<file path="config.mk">
export PLATFORM = sky130hd
export DESIGN_NAME = dot_accumulator
export DESIGN_NICKNAME = d
export VERILOG_FILES = /design/src/rtl/dot_accumulator.sv
export SDC_FILE = /design/constraint.sdc
export NUM_CORES = 1
export LEC_CHECK = 0
export CORE_MARGIN = 5
export CORE_UTILIZATION = 45
export CTS_BUF_LIST = sky130_fd_sc_hd__clkbuf_8
export DETAILED_ROUTE_END_ITERATION = 16
export DONT_BUFFER_PORTS = 1
export GPL_ROUTABILITY_DRIVEN = 0
export PLACE_DENSITY = 0.57
export SLEW_MARGIN = 20
export SYNTH_ARGS = -nofsm -noshare
export SYNTH_HDL_FRONTEND = slang
export SYNTH_SLANG_ARGS = --single-unit
</file>
<file path="constraint.sdc">
create_clock -name clk -period 4.5 [get_ports clk]
set_input_delay 0.675 -clock clk [delete_from_list [all_inputs] [get_ports clk]]
set_output_delay 0.675 -clock clk [all_outputs]
set_load 0.01 [all_outputs]
</file>
<file path="src/rtl/dot_accumulator.sv">
// Streams (weight, activation) pairs for one gate row, accumulates full-precision
// products and emits a rescaled, saturated dot-product word tagged with its row index.
module dot_accumulator #(
    parameter int DATA_WIDTH = 16,
    parameter int FRAC_WIDTH = 12,
    parameter int VEC_LEN    = 8,
    parameter int NUM_ROWS   = 4,
    parameter int ACC_WIDTH  = 36,
    localparam int IDX_W     = (NUM_ROWS > 1) ? $clog2(NUM_ROWS) : 1,
    localparam int CNT_W     = $clog2(VEC_LEN)
) (
    input  logic                  clk,
    input  logic                  rst,
    input  logic                  in_valid,
    output logic                  in_ready,
    input  logic [DATA_WIDTH-1:0] in_a,
    input  logic [DATA_WIDTH-1:0] in_b,
    output logic                  out_valid,
    input  logic                  out_ready,
    output logic [DATA_WIDTH-1:0] out_sum,
    output logic [IDX_W-1:0]      out_index
);

    // state | meaning
    // ACC   | accepting element pairs of the current row
    // HOLD  | completed row presented, waiting for out_ready
    typedef enum logic {ACC = 1'b0, HOLD = 1'b1} state_t;

    localparam logic signed [ACC_WIDTH-1:0] SAT_MAX =
        {{(ACC_WIDTH-DATA_WIDTH+1){1'b0}}, {(DATA_WIDTH-1){1'b1}}};
    localparam logic signed [ACC_WIDTH-1:0] SAT_MIN =
        {{(ACC_WIDTH-DATA_WIDTH+1){1'b1}}, {(DATA_WIDTH-1){1'b0}}};

    state_t                        state_q, state_d;
    logic signed [ACC_WIDTH-1:0]   acc_q, acc_d;
    logic [CNT_W-1:0]              elem_cnt_q, elem_cnt_d;
    logic [IDX_W-1:0]              out_index_q, out_index_d;
    logic                          out_valid_q, out_valid_d;
    logic [DATA_WIDTH-1:0]         out_sum_q, out_sum_d;

    logic signed [2*DATA_WIDTH-1:0] prod;
    logic signed [ACC_WIDTH-1:0]    acc_sum;
    logic signed [ACC_WIDTH-1:0]    scaled;
    logic [DATA_WIDTH-1:0]          sat_sum;
    logic                           accept;

    assign prod    = $signed(in_a) * $signed(in_b);
    assign acc_sum = acc_q + {{(ACC_WIDTH-2*DATA_WIDTH){prod[2*DATA_WIDTH-1]}}, prod};
    // Arithmetic shift floors toward negative infinity; no rounding is applied.
    assign scaled  = acc_sum >>> FRAC_WIDTH;
    assign accept  = in_valid && (state_q == ACC);

    always_comb begin
        sat_sum = scaled[DATA_WIDTH-1:0];
        if (scaled > SAT_MAX) begin
            sat_sum = SAT_MAX[DATA_WIDTH-1:0];
        end else if (scaled < SAT_MIN) begin
            sat_sum = SAT_MIN[DATA_WIDTH-1:0];
        end
    end

    always_ff @(posedge clk or posedge rst) begin
        if (rst) begin
            state_q     <= ACC;
            acc_q       <= '0;
            elem_cnt_q  <= '0;
            out_index_q <= '0;
            out_valid_q <= 1'b0;
            out_sum_q   <= '0;
        end else begin
            state_q     <= state_d;
            acc_q       <= acc_d;
            elem_cnt_q  <= elem_cnt_d;
            out_index_q <= out_index_d;
            out_valid_q <= out_valid_d;
            out_sum_q   <= out_sum_d;
        end
    end

    always_comb begin
        state_d     = state_q;
        acc_d       = acc_q;
        elem_cnt_d  = elem_cnt_q;
        out_index_d = out_index_q;
        out_valid_d = out_valid_q;
        out_sum_d   = out_sum_q;
        case (state_q)
            ACC: begin
                if (accept) begin
                    acc_d = acc_sum;
                    if (elem_cnt_q == CNT_W'(VEC_LEN-1)) begin
                        elem_cnt_d  = '0;
                        out_sum_d   = sat_sum;
                        out_valid_d = 1'b1;
                        state_d     = HOLD;
                    end else begin
                        elem_cnt_d = elem_cnt_q + 1'b1;
                    end
                end
            end
            HOLD: begin
                // out_sum is left as-is on handoff; out_valid alone qualifies it.
                if (out_ready) begin
                    out_valid_d = 1'b0;
                    acc_d       = '0;
                    out_index_d = (out_index_q == IDX_W'(NUM_ROWS-1)) ? '0 : out_index_q + 1'b1;
                    state_d     = ACC;
                end
            end
            default: state_d = ACC;
        endcase
    end

    always_comb begin
        in_ready  = (state_q == ACC);
        out_valid = out_valid_q;
        out_sum   = out_sum_q;
        out_index = out_index_q;
    end

endmodule

</file>
==> results.toml <==
[finish]
antennaDiodeCount = 0
nNetsFinal = 2191
synthToLayoutAreaGrowth_pct = 27.52
drive_gt1_share_pct = 28.42
fill_cells = 2757

[drt]
vias = 11147
routed_wl_um = 36410
vias_per_cell = 5.116
ant_nets = 0
wire_per_inst_um = 16.71
drt_first_pass_iters = 4
route.detailed.drc = 0
drtIter0Drc = 460

[clock_tree]
clock_path_buffers = 2
clkLatencyLatePin_ns = 0.34
clk_pin_slew_worst_paths_ns = 0.08
htreeDepth = 3
cts-hold-fix-buffers = 0
cts_buffers = 9
cts_tree = "yes"
cts_root_buffer = "clkbuf_8"
cts.sinks = 59

[yosys]
synth_flop_cell = "dfrtp_1"
ys_types = 72
synth_area_sq_um = 14170
synthesis.nets = 1971
synth_edf_count = 0
async_flop_share_pct = 100.0
ys_ff_latch = 59
ys_seq_area_share_pct = 10.42
synthesis.instances = 1552
syn_avg_cell_area_sq_um = 9.131
yosys_warnings = 0

[sta]
tightest_slew_ns = 0.8479
holdWs_ns = 0.2726
period_minus_slack_ns = 8.185
fmax_ghz = 0.1222
timing.final.crit_share_pct = 181.9
hold_viol = 0
finalSetupViolCount = 45
fin_ws_ns = -3.685
fin_worst_skew_ns = 0.01866
slew_headroom_pct = 43.34
grt_setup_unrepaired = "true"
slew_viol_final = 0

[job]
maxCapViolations = 0

[critical_path]
cp_common_cell = "fa_1"
reg2reg_setup_slack_ns = 0.83
cp-start-kind = "primary input"
max_stage_delay_ns = 0.56
arrival_ns = 8.39
r2r-start = "acc_q[0]"
cp.depth = 33
r2r-end = "out_sum[2]"
critPathBufInv = 7
reg2reg_depth = 15
end_kind = "register"
cp.required_ns = 4.71
critPathMaxFanout = 16
slowest_stage = "fa_1"
critical-path-top-delay-family = "adder cells"
criticalPathCategory = "primary input to register"

[global_routing]
grt_pass1_wl_um = 63030
antenna_found_initial = 0
grt_use_total_pct = 21.58
grt_pass1_vias = 12206
grt.overflow.total = 0
grt_max_degree = 37

[die]
die_h_um = 187.5
dieWidth_um = 187.5
design.die.area_sq_um = 35140
io_pins = 56
core_sq_um = 31310
start_util_pct = 45.26
rows = 65

[status]
violations = "negative setup slack"
status = "complete, but fails checks"

[min_path]
hold_class = "primary input to async pin"

[placement]
dp_hpwl_um = 29210
dp_worst_setup_slack_ns = -4.291
port_buffers = 0
placed cells by master, fill, tap and decap left out, types with 26 or more instances in the layout:
cell     count
inv_1      295
fa_1       248
buf_4      227
nand2_1    164
and2_1     109
ha_1        87
dfrtp_1     59
nor2_1      41
ha_4        30
a21oi_1     29
buf_6       27
inv_2       26
synthesized netlist by cell type, drive strengths merged, types with 6 or more instances:
cell type	n	area, sq um
a21oi	54	281.5
a31oi	8	65.06
clkbuf	45	168.9
or3	6	42.54
a22o	22	192.7
nand2b	17	106.4
o211ai	6	45.04
nor3	13	65.06
and2	127	794.5
ha	120	1501
dfrtp	59	1476
a21o	24	180.2
nand2	173	651.9
xor2	15	131.4
nor2	47	178.9
o32ai	15	206.5
o21ai	52	260.3
and3	7	43.79
fa	263	5265
nor2b	8	50.05
xnor2	40	357.8
o21a	12	90.09
a211oi	8	65.06
o21bai	10	75.07
nand3	10	50.05
inv	321	1205
cells by family (layout without fill, tap and decap cells):
| family | Yosys count | after routing | share of synthesized area [%] |
|---|---|---|---|
| xor gates and xnor gates | 56 | 56 | 3.611 |
| DFF | 59 | 59 | 10.42 |
| adders and majority gates | 383 | 383 | 47.75 |
| muxes | 1 | 1 | 0.07946 |
| buffers and inverters | 371 | 596 | 10.04 |
| AOI/OAI and AO/OA | 247 | 247 | 12.51 |
| and+or+nand+nor | 435 | 435 | 15.59 |
metal layers:
metal  up-vias  track usage [%]  part of all wire [%]
met5         -                0                     0
met4         0            3.444                   1.3
met3        27            2.744                   4.3
met2       199            34.83                    47
met1      5584            31.98                    48
li1       5337                -                     -
per-stage QoR:
step | util [%] | cells | area [sq um] | setup TNS [ns]
global route | 57.71 | 2179 | 18070 | -136.74
global placement | 53.18 | 2124 | 16650 | -144.86
detailed placement | 53.18 | 2124 | 16650 | -145.90
floorplan | - | 1552 | 14880 | -124.30
finish | 57.71 | 2179 | 18070 | -124.50
CTS | 56.34 | 2164 | 17640 | -123.62
worst max-delay path by stage:
| stage | start | endpoint | slack (ns) |
|---|---|---|---|
| floorplan | in_b[5] | out_sum[0] | -3.95 |
| global placement | in_a[5] | out_sum[7] | -4.24 |
| detailed placement | in_a[5] | out_sum[6] | -4.29 |
| CTS | in_a[5] | out_sum[7] | -3.65 |
| global route | in_a[5] | out_sum[1] | -3.97 |
| finish | in_a[5] | out_sum[2] | -3.69 |
state kept, by name, summed over array words and instances, names as in the netlist:
register,cells
acc_q,36
out_sum,16
elem_cnt_q,3
out_index,2
out_valid,1
state_q,1
area by class of cell:
class,count,area (sq um),share of cell area [%]
clock inverters,5,28.78,0.1592
flip-flops and latches,59,1476,8.170
clock buffers,11,151.4,0.8378
multi-input cells,1122,12590,69.67
well taps,402,503.0,2.783
repair buffers,259,2113,11.69
inverters,321,1209,6.688
what timing repair did:
item,CTS,global route
endpoints found under the hold margin,0,0
setup endpoints to repair,45,45
pin swaps,62,53
setup buffers,28,18
cloned,0,1
resized for setup,116,61
Power is left out: the tool's default activity adds up to more than one toggle a clock period on the data nets, which glitch-free logic cannot reach.
